File: src/rtl/ahb_pkg.sv
// Shared AHB encodings and arbiter types for the two-master memory arbiter.
package ahb_pkg;

  localparam logic [1:0] HTRANS_IDLE   = 2'b00;
  localparam logic [1:0] HTRANS_BUSY   = 2'b01;
  localparam logic [1:0] HTRANS_NONSEQ = 2'b10;
  localparam logic [1:0] HTRANS_SEQ    = 2'b11;

  localparam logic [2:0] HSIZE_BYTE = 3'b000;
  localparam logic [2:0] HSIZE_HALF = 3'b001;
  localparam logic [2:0] HSIZE_WORD = 3'b010;

  typedef logic mst_idx_t;
  localparam mst_idx_t MST_M0 = 1'b0;
  localparam mst_idx_t MST_M1 = 1'b1;

  typedef enum logic {ST_EMPTY = 1'b0, ST_PENDING = 1'b1} stage_state_t;

endpackage

File: src/rtl/ahb_input_stage.sv
// Per-master holding stage: parks an address phase that lost arbitration or
// arrived while the slave was stalled, until it is granted.
module ahb_input_stage
  import ahb_pkg::*;
#(
  parameter int ADDR_WIDTH = 32
) (
  input  logic                  HCLK,
  input  logic                  HRESETn,
  input  logic                  req,
  input  logic                  grant,
  input  logic [ADDR_WIDTH-1:0] haddr,
  input  logic [1:0]            htrans,
  input  logic                  hwrite,
  input  logic [2:0]            hsize,
  output logic                  pending,
  output logic [ADDR_WIDTH-1:0] haddr_q,
  output logic [1:0]            htrans_q,
  output logic                  hwrite_q,
  output logic [2:0]            hsize_q
);

  stage_state_t          state_p1;
  logic                  capture;
  logic [ADDR_WIDTH-1:0] haddr_p1;
  logic [1:0]            htrans_p1;
  logic                  hwrite_p1;
  logic [2:0]            hsize_p1;

  assign capture = (state_p1 == ST_EMPTY) && req && !grant;

  always_ff @(posedge HCLK) begin
    if (!HRESETn) begin
      state_p1 <= ST_EMPTY;
    end else begin
      case (state_p1)
        ST_EMPTY:   if (capture) state_p1 <= ST_PENDING;
        ST_PENDING: if (grant)   state_p1 <= ST_EMPTY;
        default:                 state_p1 <= ST_EMPTY;
      endcase
    end
  end

  // Address-phase payload is only meaningful while PENDING, so it is not reset.
  always_ff @(posedge HCLK) begin
    if (capture) begin
      haddr_p1  <= haddr;
      htrans_p1 <= htrans;
      hwrite_p1 <= hwrite;
      hsize_p1  <= hsize;
    end
  end

  assign pending  = (state_p1 == ST_PENDING);
  assign haddr_q  = haddr_p1;
  assign htrans_q = htrans_p1;
  assign hwrite_q = hwrite_p1;
  assign hsize_q  = hsize_p1;

endmodule

File: src/rtl/ahb_mem_arbiter.sv
// Two-master AHB arbiter in front of a single memory slave: zero-latency grant
// when uncontended, round-robin with one-deep holding stages when contended.
module ahb_mem_arbiter
  import ahb_pkg::*;
#(
  parameter int ADDR_WIDTH = 32,
  parameter int DATA_WIDTH = 32
) (
  input  logic                  HCLK,
  input  logic                  HRESETn,
  input  logic [ADDR_WIDTH-1:0] HADDR_M0,
  input  logic [1:0]            HTRANS_M0,
  input  logic                  HWRITE_M0,
  input  logic [2:0]            HSIZE_M0,
  input  logic [DATA_WIDTH-1:0] HWDATA_M0,
  output logic                  HREADY_M0,
  output logic [DATA_WIDTH-1:0] HRDATA_M0,
  input  logic [ADDR_WIDTH-1:0] HADDR_M1,
  input  logic [1:0]            HTRANS_M1,
  input  logic                  HWRITE_M1,
  input  logic [2:0]            HSIZE_M1,
  input  logic [DATA_WIDTH-1:0] HWDATA_M1,
  output logic                  HREADY_M1,
  output logic [DATA_WIDTH-1:0] HRDATA_M1,
  output logic                  HSEL_S,
  output logic [ADDR_WIDTH-1:0] HADDR_S,
  output logic [1:0]            HTRANS_S,
  output logic                  HWRITE_S,
  output logic [2:0]            HSIZE_S,
  output logic [DATA_WIDTH-1:0] HWDATA_S,
  output logic                  HREADY_S,
  input  logic                  HREADYOUT_S,
  input  logic [DATA_WIDTH-1:0] HRDATA_S
);

  logic                  req0, req1, pend0, pend1, cand0, cand1;
  logic                  grant_en, gnt_vld, contended;
  mst_idx_t              gnt_idx, rr_ptr;
  logic                  own_vld_p1;
  mst_idx_t              own_idx_p1;
  logic [ADDR_WIDTH-1:0] haddr_s_p1;
  logic [ADDR_WIDTH-1:0] h_addr0, h_addr1, sel_addr;
  logic [1:0]            h_trans0, h_trans1, sel_trans;
  logic                  h_write0, h_write1, sel_write;
  logic [2:0]            h_size0, h_size1, sel_size;

  assign req0 = HTRANS_M0[1] && HREADY_M0;
  assign req1 = HTRANS_M1[1] && HREADY_M1;

  ahb_input_stage #(.ADDR_WIDTH(ADDR_WIDTH)) u_stage_m0 (
    .HCLK(HCLK), .HRESETn(HRESETn), .req(req0),
    .grant(gnt_vld && (gnt_idx == MST_M0)),
    .haddr(HADDR_M0), .htrans(HTRANS_M0), .hwrite(HWRITE_M0), .hsize(HSIZE_M0),
    .pending(pend0), .haddr_q(h_addr0), .htrans_q(h_trans0),
    .hwrite_q(h_write0), .hsize_q(h_size0)
  );

  ahb_input_stage #(.ADDR_WIDTH(ADDR_WIDTH)) u_stage_m1 (
    .HCLK(HCLK), .HRESETn(HRESETn), .req(req1),
    .grant(gnt_vld && (gnt_idx == MST_M1)),
    .haddr(HADDR_M1), .htrans(HTRANS_M1), .hwrite(HWRITE_M1), .hsize(HSIZE_M1),
    .pending(pend1), .haddr_q(h_addr1), .htrans_q(h_trans1),
    .hwrite_q(h_write1), .hsize_q(h_size1)
  );

  assign cand0     = pend0 || req0;
  assign cand1     = pend1 || req1;
  assign contended = cand0 && cand1;
  // Holding reset low also blocks grants so a parked transfer cannot leak out.
  assign grant_en  = HRESETn && HREADYOUT_S;

  always_comb begin
    gnt_vld = 1'b0;
    gnt_idx = MST_M0;
    if (grant_en) begin
      if (pend0 && !pend1) begin
        gnt_vld = 1'b1;
        gnt_idx = MST_M0;
      end else if (pend1 && !pend0) begin
        gnt_vld = 1'b1;
        gnt_idx = MST_M1;
      end else if (contended) begin
        gnt_vld = 1'b1;
        gnt_idx = rr_ptr;
      end else if (cand0 || cand1) begin
        gnt_vld = 1'b1;
        gnt_idx = cand1 ? MST_M1 : MST_M0;
      end
    end
  end

  always_comb begin
    if (gnt_idx == MST_M1) begin
      sel_addr  = pend1 ? h_addr1  : HADDR_M1;
      sel_trans = pend1 ? h_trans1 : HTRANS_M1;
      sel_write = pend1 ? h_write1 : HWRITE_M1;
      sel_size  = pend1 ? h_size1  : HSIZE_M1;
    end else begin
      sel_addr  = pend0 ? h_addr0  : HADDR_M0;
      sel_trans = pend0 ? h_trans0 : HTRANS_M0;
      sel_write = pend0 ? h_write0 : HWRITE_M0;
      sel_size  = pend0 ? h_size0  : HSIZE_M0;
    end
  end

  // Arbitration stage -> data-phase stage
  always_ff @(posedge HCLK) begin
    if (!HRESETn) begin
      rr_ptr     <= MST_M0;
      own_vld_p1 <= 1'b0;
      own_idx_p1 <= MST_M0;
      haddr_s_p1 <= '0;
    end else begin
      if (grant_en && contended) rr_ptr <= ~gnt_idx;
      if (HREADYOUT_S) begin
        own_vld_p1 <= gnt_vld;
        own_idx_p1 <= gnt_idx;
      end
      if (gnt_vld) haddr_s_p1 <= sel_addr;
    end
  end

  assign HSEL_S   = gnt_vld;
  assign HADDR_S  = gnt_vld ? sel_addr  : haddr_s_p1;
  assign HTRANS_S = gnt_vld ? sel_trans : HTRANS_IDLE;
  assign HWRITE_S = gnt_vld ? sel_write : 1'b0;
  assign HSIZE_S  = gnt_vld ? sel_size  : 3'b000;
  assign HWDATA_S = !own_vld_p1 ? '0 : (own_idx_p1 == MST_M1) ? HWDATA_M1 : HWDATA_M0;
  assign HREADY_S = HREADYOUT_S;

  assign HREADY_M0 = pend0 ? 1'b0 :
                     (own_vld_p1 && own_idx_p1 == MST_M0) ? HREADYOUT_S : 1'b1;
  assign HREADY_M1 = pend1 ? 1'b0 :
                     (own_vld_p1 && own_idx_p1 == MST_M1) ? HREADYOUT_S : 1'b1;

  assign HRDATA_M0 = HRDATA_S;
  assign HRDATA_M1 = HRDATA_S;

endmodule

File: config.mk
export PLATFORM = sky130hd
export DESIGN_NAME = ahb_mem_arbiter
export DESIGN_NICKNAME = d
export VERILOG_FILES = /design/src/rtl/ahb_pkg.sv /design/src/rtl/ahb_input_stage.sv /design/src/rtl/ahb_mem_arbiter.sv
export SDC_FILE = /design/constraint.sdc
export NUM_CORES = 1
export LEC_CHECK = 0
export CAP_MARGIN = 20
export CORE_MARGIN = 2
export CORE_UTILIZATION = 41
export CTS_CLUSTER_DIAMETER = 60
export DETAILED_ROUTE_END_ITERATION = 7
export PLACE_DENSITY = 0.83
export SLEW_MARGIN = 20
export SYNTH_ARGS = -nofsm -noshare
export SYNTH_HDL_FRONTEND = slang
export SYNTH_SLANG_ARGS = --single-unit
File: constraint.sdc
create_clock -name HCLK -period 7.1 [get_ports HCLK]
set_clock_uncertainty 0.1 [all_clocks]
set_input_delay 1.42 -clock HCLK [delete_from_list [all_inputs] [get_ports HCLK]]
set_output_delay 1.42 -clock HCLK [all_outputs]
set_load 0.01 [all_outputs]
==> results of run 1 <==
-- final cells by class --
| class | count | area [um^2] |
|---|---|---|
| Inverter | 2 | 7.51 |
| Clock inverter | 11 | 161 |
| Multi-Input combinational cell | 284 | 2490 |
| Tap cell | 188 | 235 |
| Clock buffer | 21 | 450 |
| Timing Repair Buffer | 225 | 2230 |
| Fill cell | 1202 | 6430 |
| Sequential cell | 113 | 3030 |
-- placed cells by master, fill, tap and decap left out, types with 2 or more instances in the layout --
cell,Yosys,routed
nor2b_1,36,36
nor4_1,3,2
edfxtp_1,76,76
o32ai_1,12,12
nand2_1,4,4
nand3b_1,3,3
nor3b_4,1,2
mux2i_1,75,75
a21oi_1,6,6
o221a_2,2,2
a22oi_1,32,32
clkdlybuf4s50_1,0,216
buf_4,71,9
nor2_1,6,6
clkinv_2,0,5
clkbuf_1,10,3
clkbuf_16,0,17
o32ai_2,20,20
bufinv_16,0,4
a21o_1,64,64
dfxtp_2,0,2
o22a_1,6,6
dfxtp_1,37,34
-- power by group through the flow --
stage          combinational, W  clock [W]  sequential [W]
2_1_floorplan          0.000253          0        0.000791
3_3_place_gp           0.000398          0        0.000811
3_5_place_dp           0.000405          0        0.000814
4_1_cts                0.000408   0.000898        0.000802
5_1_grt                0.000431   0.000931        0.000808
6_report               0.000404   0.000886        0.000802
-- how the worst min path moves through the flow --
stage | endpoint | slack, ns | depth (start not counted)
global placement | haddr_s_p1[19] | 0.33 | 1
global route | haddr_s_p1[31] | 0.36 | 1
finish | haddr_s_p1[11] | 0.35 | 1
CTS | haddr_s_p1[14] | 0.35 | 1
detailed placement | haddr_s_p1[14] | 0.34 | 1
floorplan | haddr_s_p1[10] | 0.33 | 1
-- sequential cells by signal, summed over array words and instances, names as in the netlist, 2 cells and up --
signal	count
haddr_s_p1	32
u_stage_m0.haddr_q	32
u_stage_m0.hsize_q	3
u_stage_m0.htrans_q	2
u_stage_m1.haddr_q	32
u_stage_m1.hsize_q	3
u_stage_m1.htrans_q	2
-- cell usage after synthesis (all sizes together) (3+ instances only) --
cell / instances
buf: 95
edfxtp: 76
mux2i: 75
a21o: 64
dfxtp: 37
nor2b: 36
a22oi: 32
o32ai: 32
clkbuf: 10
nor2: 7
a21oi: 6
o22a: 6
nand2: 4
nand3b: 3
nor3b: 3
nor4: 3
-- per-layer routing --
layer / wire length, um / share of wire (%)
met5: 0 / 0
met4: 477 / 2.8
met3: 1190 / 7.0
met2: 8720 / 51
met1: 6590 / 39
-- kinds of logic (layout without fill, tap and decap cells) --
kind of cell	Yosys count	count (layout)	synth area share (%)
mux	75	75	12.1
buf+inv	107	259	12.1
compound gates	148	148	21.1
flops	113	113	48.6
simple gates	61	61	6.09
-- through the flow --
step | power, W | hold slack [ns] | setup slack (ns) | instance area [um^2] | instances
final | 0.00209 | 0.349 | 1.37 | 8600 | 844
after global routing | 0.00217 | 0.363 | 1.19 | 8600 | 844
after CTS | 0.00211 | 0.352 | 1.35 | 8600 | 844
after detailed placement | 0.00122 | 0.340 | 1.39 | 7990 | 812
after global placement | 0.00121 | 0.333 | 1.49 | 7990 | 812
after floorplan | 0.00104 | 0.327 | 0.797 | 6220 | 504
-- critical path, delay by kind of cell --
family                 cells  cell delay, ns
buffers and inverters      2            1.34
AOI/OAI and AO/OA          2            0.61
and+or+nand+nor            1            0.84
==> reports/qor.yml, run 1 <==
p_int_w: 0.00158
core_area_mm2: 0.0150
swShare_pct: 24.3
critPathSlowestCell: "nand3_2"
hpwl_mm: 11.7
drive_gt1_share_pct: 11.1
drtIter0Drc: 300
routed_wl_mm: 17.0
synth_nets: 679
vdd_ir_drop_max_uv: 165
h-tree-depth: 4
cap_violations: 0
synthCells: 504
numCtsBuffers: 17
grt_antenna_before_repair: 0
cts.sinks: 113
cp_max_fo: 38
startpoint: "HREADYOUT_S"
worstPathArrival_ns: 4.21
max_slew_margin_pct: 32.3
synth_ff_type: "edfxtp_1"
cts_max_path_buffers: 2
rrSetupSlack_ns: 3.78
fin_nets: 818
synth_area_leaders: "edfxtp_1, mux2i_1, dfxtp_1, buf_4, a21o_1"
switchingPower_w: 0.000509
grt_overflow_total: 0
timing.final.crit_period_ns: 5.73
use_met1_pct: 23.1
hold_violations: 0
placement_rows: 45
synth_top_area_share_pct: 36.7
finish.utilization_pct: 57.2
tns_ns: 0
grtUsageTotal_pct: 20.9
slew_viol_final: 0
pwr-share-clk_pct: 42.4
io_pins: 313
routedWlPerCell_um: 20.1
synth-edff-count: 76
p_comb_share_pct: 19.3
synth_seq_cells: 113
period_share_pct: 80.7
tightest_slew_ns: 1.02
grt_pass1_wl_mm: 26.2
crit_chain: "clkdlybuf4s50_1 -> nand3_2 -> o22a_1 -> a21oi_1 -> clkdlybuf4s50_1"
start_kind: "input pin"
path_clk_slew_ns: 0.05
use_met2_pct: 37.6
p_seq_share_pct: 38.3
dieArea_mm2: 0.0162
cp_common_cell: "clkdlybuf4s50_1"
grt_pass1_vias: 5064
port-buffer-count: 216
cts_setup_buffers: 0
endpoint_kind: "output pin"
initial_core_util_pct: 41.4
antenna_left: 0
critPathKind: "in -> out"
leakagePower_nw: 3.38
dieWidth_um: 127
reg2reg_depth: 6
ctsHoldBuffers: 0
routed-via-count: 4638
rsz0062_at_grt: "no"
min_path_type: "reg -> reg"
clk_latency_ns: 0.40
finalSetupViolCount: 0
syn-cell-area_mm2: 0.00622
fp.dieH_um: 127
cts_tree: "yes"
synthDistinctLibCells: 36
place_congestion: 0.817
seq_area_frac_synth_pct: 48.6
regToRegStartpoint: "own_idx_p1"
cts_root_buf: "clkbuf_16"
fmax_mhz: 174
cpPeakStageDelay_ns: 0.84
synth_top_cell_by_area: "edfxtp_1"
powerDensity_mw_per_mm2: 243
async_flop_share_pct: 0
met3_usage_pct: 5.74
hold_start: "haddr_s_p1[11]"
drt-vias-per-instance: 5.50
post_cts_resize_count: 0
first_pass_iters: 4
crit_end: "HSIZE_S[2]"
required_ns: 5.58
antenna_cells: 0
syn2layout_area_growth_pct: 38.3
yosys_warnings: 0
grt-busiest-layer: "met2"
synth_area_per_cell_um2: 12.3
drc_errors: 0
grt_max_degree: 51
status: "finished, final reports clean"
regToRegEndpoint: "u_stage_m1.haddr_q[16]"
Power figures use the tool's default switching activity.
==> run 2, diff against run 1 <==
Clock period 7.1 ns to 6 ns, I/O delays scaled along.
==> run 2 against run 1 <==
Count of clock-buffer cells in the layout unchanged. Flip-flop and latch count unchanged. Clock power increased by 16%. Non-clock buffer count decreased by 1. First-iteration DRC count decreased by 2.7%. Power increased by 18%. Largest cell class unchanged. Highest routed layer unchanged.
==> reports/qor.yml, run 2 (synthesis gave the netlist of run 1 again) <==
final_common_cell: "clkdlybuf4s50_1"  # unchanged
critPathKind: "in -> out"  # unchanged
drt-vias-per-instance: 5.62  # was 5.50
drtIter0Drc: 292  # was 300
multiInputGateArea_mm2: 0.00251  # was 0.00249 mm^2
grt_pass1_vias: 4951  # was 5,064
routedWlPerCell_um: 21.2  # was 20.1 um
fmax_mhz: 189
grt_pass1_wl_mm: 27.4  # was 26.2 mm
hold_violations: 0  # unchanged
holdPathStages: 1  # unchanged
regToRegStartpoint: "own_idx_p1"  # unchanged
p_comb_share_pct: 19.4  # was 19.3%
dieArea_mm2: 0.0162  # unchanged
port-buffer-count: 216  # unchanged
powerDensity_mw_per_mm2: 285  # was 243 mW/mm^2
numCtsBuffers: 17  # unchanged
finish.utilization_pct: 57.4  # was 57.2%
io_pins: 313  # unchanged
cap_violations: 0  # unchanged
drc_errors: 0  # unchanged
p_int_w: 0.00185  # was 0.00158 W
whs_ns: 0.351  # was 0.349 ns
cts_max_path_buffers: 2  # unchanged
leakagePower_nw: 3.39  # was 3.38 nW
fp.dieH_um: 127  # unchanged
initial_core_util_pct: 41.4  # unchanged
grt_overflow_total: 0  # unchanged
rrSetupSlack_ns: 2.42  # was 3.78 ns
fin_nets: 817  # was 818
finalInstanceArea_mm2: 0.00863  # was 0.00860 mm^2
period_share_pct: 88.2
core_area_mm2: 0.0150  # unchanged
cts_setup_buffers: 0  # unchanged
max_slew_margin_pct: 30.0  # was 32.3%
cts_tree: "yes"  # unchanged
switchingPower_w: 0.000605  # was 0.000509 W
path_clk_slew_ns: 0.05  # about the same
tightest_slew_ns: 1.05  # was 1.02 ns
p_total_w: 0.00246  # was 0.00209 W
place_area_mm2: 0.00801  # was 0.00799 mm^2
p_seq_share_pct: 38.9  # was 38.3%
rsz0062_at_grt: "no"  # unchanged
timing.final.crit_period_ns: 5.29
min_path_type: "reg -> reg"  # unchanged
placement_rows: 45  # unchanged
ctsHoldBuffers: 0  # unchanged
cp_max_fo: 23  # was 38
antenna_cells: 0  # unchanged
seqCellArea_mm2: 0.00303  # about the same
routed-via-count: 4735  # was 4,638
vdd_ir_drop_max_uv: 197  # was 165 uV
cts_root_buf: "clkbuf_16"  # unchanged
clk_latency_ns: 0.41  # was 0.40 ns
first_pass_iters: 4  # unchanged
finalSetupViolCount: 0  # unchanged
start_kind: "input pin"  # unchanged
swShare_pct: 24.6  # was 24.3%
slew_viol_final: 0  # unchanged
n_fill_cell: 1197  # was 1,202
pwr-share-clk_pct: 41.7  # was 42.4%
hpwl_mm: 12.9  # was 11.7 mm
post_cts_resize_count: 0  # unchanged
reg2reg_depth: 6  # unchanged
final_cell_mix: "clkdlybuf4s50_1, edfxtp_1, mux2i_1, a21o_1, nor2b_1"  # unchanged
place_congestion: 0.807  # was 0.817
drive_gt1_share_pct: 11.1  # about the same
endpoint_kind: "output pin"  # unchanged
min_to: "haddr_s_p1[19]"  # was haddr_s_p1[11]
status: "finished, final reports clean"  # unchanged
routed_wl_mm: 17.9  # was 17.0 mm
grt_max_degree: 51  # unchanged
grtUsageTotal_pct: 22.2  # was 20.9%
tns_ns: 0  # unchanged
antenna_left: 0  # unchanged
dieWidth_um: 127  # unchanged
syn2layout_area_growth_pct: 38.7  # was 38.3%
cts.sinks: 113  # unchanged
required_ns: 4.70  # was 5.58 ns
grt_antenna_before_repair: 0  # unchanged
hold_start: "haddr_s_p1[19]"  # was haddr_s_p1[11]
h-tree-depth: 4  # unchanged
worstPathArrival_ns: 3.99  # was 4.21 ns
regToRegEndpoint: "u_stage_m1.haddr_q[21]"  # was u_stage_m1.haddr_q[16]
## run 2: metrics by stage
step	setup slack, ns	std cells
2_1_floorplan	0.740	504
3_3_place_gp	0.810	811
3_5_place_dp	0.731	811
4_1_cts	0.717	843
5_1_grt	0.577	843
6_report	0.708	843
## run 2: worst max-delay path by stage
stage | start | endpoint | cells after the start
3_5_place_dp | HTRANS_M0[1] | HSIZE_S[1] | 6
3_3_place_gp | HTRANS_M0[1] | HTRANS_S[0] | 6
5_1_grt | HREADYOUT_S | HADDR_S[2] | 7
6_report | HREADYOUT_S | HADDR_S[0] | 7
4_1_cts | HTRANS_M0[1] | HSIZE_S[1] | 6
2_1_floorplan | HRESETn | u_stage_m1.haddr_q[0] | 6
## run 2: worst max-delay path, cell delays in order
cell,delay (ns)
clkdlybuf4s50_1,0.76
nand2_1,0.20
o21bai_4,0.36
buf_4,0.36
o32ai_1,0.41
a21o_1,0.13
clkdlybuf4s50_1,0.54
## run 2: final cells by class
class                   count  area share (%)
flip-flops and latches    113            35.1
well taps                 188            2.73
inverters                   2          0.0870
repair buffers            224            25.9
clock buffers              21            5.45
clock inverters            11            1.57
multi-input cells         284            29.1
## run 2: power by group through the flow
stage / Combinational [W] / Sequential [W] / Clock, W
after floorplan: 0.000300 / 0.000935 / 0
after global placement: 0.000470 / 0.000966 / 0
after detailed placement: 0.000479 / 0.000971 / 0
after CTS: 0.000482 / 0.000955 / 0.00104
after global routing: 0.000510 / 0.000963 / 0.00108
final: 0.000478 / 0.000955 / 0.00103
## run 2: routing by layer
| layer | vias up | global-route usage (%) | part of all wire [%] |
|---|---|---|---|
| li1 | 2135 | - | - |
| met1 | 2296 | 25.0 | 37 |
| met2 | 277 | 39.9 | 53 |
| met3 | 27 | 6.99 | 8.3 |
| met4 | 0 | 7.05 | 1.6 |
| met5 | - | 0 | 0 |
==> run 3, diff against run 2 <==
Settings changed: CAP_MARGIN 20 to default.
==> results of run 3 <==
Same layout as run 2: the final DEF is identical, and so are final timing and power.
